### config.mk
export PLATFORM = sky130hd
export DESIGN_NAME = arb2_mux_ctrl
export DESIGN_NICKNAME = d
export VERILOG_FILES = /design/src/rtl/arb2_mux_ctrl.sv
export SDC_FILE = /design/constraint.sdc
export NUM_CORES = 1
export LEC_CHECK = 0
export ABC_AREA = 0
export CORE_MARGIN = 4
export CORE_UTILIZATION = 44
export DETAILED_ROUTE_END_ITERATION = 6
export PLACE_DENSITY = 0.8
export SLEW_MARGIN = 20
export SYNTH_ARGS = -nofsm -noshare
export SYNTH_HDL_FRONTEND = slang
export SYNTH_SLANG_ARGS = --single-unit
### constraint.sdc
create_clock -name clk -period 2.2 [get_ports clk]
set_input_delay 0.55 -clock clk [delete_from_list [all_inputs] [get_ports clk]]
set_output_delay 0.55 -clock clk [all_outputs]
set_load 0.005 [all_outputs]
### src/rtl/arb2_mux_ctrl.sv
// rtl/arb2_mux_ctrl.sv - two-source round-robin burst arbiter driving a 9-bit 2:1 mux into a one-beat output slot
//
// Ports:
//   clk, rst                      clock, synchronous active-high reset
//   a_valid/a_data/a_last/a_ready source A beat stream (9-bit beats)
//   b_valid/b_data/b_last/b_ready source B beat stream (9-bit beats)
//   out_valid/out_data/out_last/out_ready  registered output slot to the consumer
//   sel                           registered mux select, 0 = A, 1 = B
//   burst_cut                     one-cycle pulse after a grant is released by the beat cap

module arb2_mux_ctrl #(
    parameter int MAX_BEATS = 16,
    parameter int CNT_W     = 8
) (
    input  logic       clk,
    input  logic       rst,
    input  logic       a_valid,
    input  logic [8:0] a_data,
    input  logic       a_last,
    output logic       a_ready,
    input  logic       b_valid,
    input  logic [8:0] b_data,
    input  logic       b_last,
    output logic       b_ready,
    output logic       out_valid,
    output logic [8:0] out_data,
    output logic       out_last,
    input  logic       out_ready,
    output logic       sel,
    output logic       burst_cut
);

    typedef enum logic [1:0] {
        IDLE  = 2'd0,
        OWN_A = 2'd1,
        OWN_B = 2'd2
    } state_t;

    state_t            state;
    state_t            state_next;
    logic              prio;
    logic              prio_next;
    logic              sel_next;
    logic [CNT_W-1:0]  cnt;

    logic              own_valid;
    logic [8:0]        own_data;
    logic              own_last;
    logic              own_ready;
    logic              xfer;
    logic              at_cap;
    logic              rel;

    // sel is registered together with the state, so it always names the owner
    // while a grant is held and can steer the mux directly.
    assign own_valid = sel ? b_valid : a_valid;
    assign own_data  = sel ? b_data  : a_data;
    assign own_last  = sel ? b_last  : a_last;

    // Ready is held low while reset is asserted so no beat is accepted on the reset edge.
    assign own_ready = (state != IDLE) && !rst && (!out_valid || out_ready);
    assign a_ready   = own_ready && (state == OWN_A);
    assign b_ready   = own_ready && (state == OWN_B);

    assign xfer   = own_valid && own_ready;
    // The beat being transferred now is the one that brings the count to the cap.
    assign at_cap = (cnt == CNT_W'(MAX_BEATS - 1));
    assign rel    = xfer && (own_last || at_cap);

    always_comb begin
        state_next = state;
        sel_next   = sel;
        prio_next  = prio;
        case (state)
            IDLE: begin
                if (a_valid && (!b_valid || !prio)) begin
                    state_next = OWN_A;
                    sel_next   = 1'b0;
                end else if (b_valid) begin
                    state_next = OWN_B;
                    sel_next   = 1'b1;
                end
            end
            OWN_A, OWN_B: begin
                if (rel) begin
                    state_next = IDLE;
                    // Favour the other source on the next contended arbitration.
                    prio_next  = (state == OWN_A);
                end
            end
            default: state_next = IDLE;
        endcase
    end

    always_ff @(posedge clk) begin
        if (rst) begin
            state     <= IDLE;
            prio      <= 1'b0;
            sel       <= 1'b0;
            out_valid <= 1'b0;
            out_data  <= 9'd0;
            out_last  <= 1'b0;
            cnt       <= '0;
            burst_cut <= 1'b0;
        end else begin
            state <= state_next;
            sel   <= sel_next;
            prio  <= prio_next;

            if (xfer) begin
                out_valid <= 1'b1;
                out_data  <= own_data;
                out_last  <= own_last;
            end else if (out_ready) begin
                out_valid <= 1'b0;
            end

            if (rel) begin
                cnt <= '0;
            end else if (xfer) begin
                cnt <= cnt + CNT_W'(1);
            end

            // A release without last can only come from the cap.
            burst_cut <= rel && !own_last;
        end
    end

endmodule

==> qor.csv <==
metric,value,unit
synth_edf_count,0,
diodes,0,
slew_violations,0,
placed_area,1650,sq um
n_fill_cell,202,
synthArstFlopShare,0,%
worst_pin_slew,359,ps
path_delay_family,buffers and inverters,
end_kind,primary output,
p_leak,0.658,nW
final-hold-violation-count,0,
cap_violations,0,
seq_power_share,37.3,%
cts_tree,yes,
cts-buffers-inserted,3,
grt_pass1_vias,1147,
path_class,primary input to primary output,
synth_top_area_share,41.7,%
path_cells,"clkdlybuf4s50_1, nand2b_4, and3_1, dlygate4sd2_1",
post-place-ws,-134,ps
grt_pass1_wl,4780,microns
holdPathStages,2,
setup_ws,143,ps
min_path_type,flop to flop,
max_slew_margin,75.4,%
worstPathMaxFanout,3,
drtPass1Iterations,4,
hold_end,cnt[1],
antenna_found_initial,0,
internal_power,1.02,mW
power_frac_comb,41.0,%
ant_nets,0,
ys_types,38,
hp-start,cnt[1],
fin_setup_tns,0,ps
postSynthRegisterBits,24,
p_total,1.48,mW
peakVddDrop,0.529,mV
critPathSlowestCell,clkdlybuf4s50_1,
initial_core_util,46.5,%
finalCritPeriodShare,93.5,%
vias,1112,
reg2reg_slack,220,ps
grt_start_max_net_pins,23,
ys_seq_area_share,41.7,%
r2r_end,cnt[7],
r2r_start,state[0],
via_per_inst,5.42,
powerDensity,866,nW/um^2
grt_overflow,0,
gp_congestion,0.709,
worstPathArrival,1510,ps
io_pins,40,
yosysWarnings,0,
skew,6.84,ps
fin_area,1720,sq um
worstSetupStartpointType,primary input,
htreeDepth,1,
clkSinkCount,24,
syn_avg_cell_area,9.15,sq um
fp.dieW,59.2,microns
power.net_switching,462,uW
fmax,0.486,GHz
dp_hpwl,2100,microns
fin_crit,2060,ps
synth_commonest_cells,"dfxtp_1, nor2_1, a211oi_1",
area_growth,48.9,%
clk_pin_slew,130,ps
switching_share,31.1,%
num_rows,18,
grt_usage,17.9,%
placeableCoreArea,2480,sq um
synthMostInstantiatedCell,dfxtp_1,
critPathBufInv,2,
numPortBuffers,39,
drt-total-wl,2710,microns
hold_ws,494,ps
die_y,59.2,microns
finalSetupViolCount,0,
dieArea,3500,sq um
nNetsFinal,205,
rsz0062_at_grt,false,
netlist_area,1150,sq um
synthFlopType,dfxtp_1,
layout-drive-gt1-share,13.7,%
wire_per_inst,13.2,microns
drtIter0Drc,33,
root_buffer,clkbuf_4,
synth_area_leaders,"dfxtp_1, mux2i_1, a211oi_1, nor2_1, ha_1",
cp.required,1650,ps
drcViolationCount,0,
max_stage_delay,400,ps
yosys.area.top_type,dfxtp_1,
clkLatencyLatePin,320,ps
status,completed,
syn_nets,155,
clkPwrFrac,21.7,%
reg2regPathDepth,8,
postSynthCellCount,126,
clock_path_buffers,2,
hold_buffers,0,
## cells by family after synthesis
family                     synth area share (%)
xor gates and xnor gates                   3.04
muxes                                      11.0
DFF                                        41.7
AOI/OAI and AO/OA                          17.4
buffers and inverters                      3.47
and+or+nand+nor                            19.1
adders and majority gates                  4.34
## cell type report
type	count	area [sq um]	area share (%)
Timing Repair Buffer	50	482	28.1
Tap cell	30	37.5	2.19
Inverter	5	18.8	1.09
Clock inverter	1	30.0	1.75
Clock buffer	3	22.5	1.31
Multi-Input combinational cell	92	642	37.4
Sequential cell	24	483	28.2
## what timing repair did
action	in CTS	in global routing
resized for setup	7	0
setup endpoints to repair	2	0
buffers inserted	1	0
## flip-flops by register name, indices dropped and copies added, names as in the netlist
name / cells
sel: 1
burst_cut: 1
prio: 1
state: 2
out_valid: 1
out_data: 9
cnt: 8
out_last: 1
## metrics by stage
step,cells,utilization (%)
2_1_floorplan,126,-
3_5_place_dp,200,66.5
3_3_place_gp,200,66.5
5_1_grt,205,69.2
6_report,205,69.2
4_1_cts,205,69.2
## how the worst max path moves through the flow
stage                    from      end  slack (ps)  depth (start not counted)
finish              out_ready  a_ready         140                          4
detailed placement  out_ready  a_ready        -130                          4
floorplan            state[0]   cnt[7]         400                          6
global route         state[0]  b_ready          60                          5
CTS                 out_ready  a_ready         140                          4
global placement          rst  a_ready        -120                          4
## power by group through the flow
stage               combinational [mW]  clock, mW  sequential [mW]
floorplan                        0.339          0            0.555
global placement                 0.578          0            0.555
detailed placement               0.594          0            0.556
CTS                              0.611      0.328            0.554
global route                     0.675      0.348            0.568
finish                           0.609      0.322            0.554
## per-layer routing
| metal | GRT usage, % | vias to the layer above | share of wire, % |
|---|---|---|---|
| li1 | - | 560 | - |
| met5 | 0 | - | 0 |
| met1 | 20.0 | 510 | 43 |
| met3 | 6.75 | 4 | 8.5 |
| met4 | 6.80 | 0 | 1.3 |
| met2 | 30.8 | 38 | 47 |
## worst register-to-register path: stages, from the launching register on
cell and delay (ps):
dfxtp_2 370, inv_1 60, ha_2 220, nor2_2 120
buf_4 120, buf_4 120, nand3_1 190, or4_1 550
a21oi_1 150
## placed cells by master (no fill, tap or decap), drive strengths merged, types with 2 or more instances in the layout
master	count
inv	5
clkbuf	3
mux2i	10
nor3	3
nand3	4
or4	2
ha	4
buf	11
and3	5
or3	2
mux2	2
xor2	3
a21oi	5
nand4	3
dfxtp	24
nor2	15
o21ai	4
nand2	7
dlygate4sd2	3
a211oi	11
clkdlybuf4s50	36
Note: power is estimated with default switching activity, not from simulation.
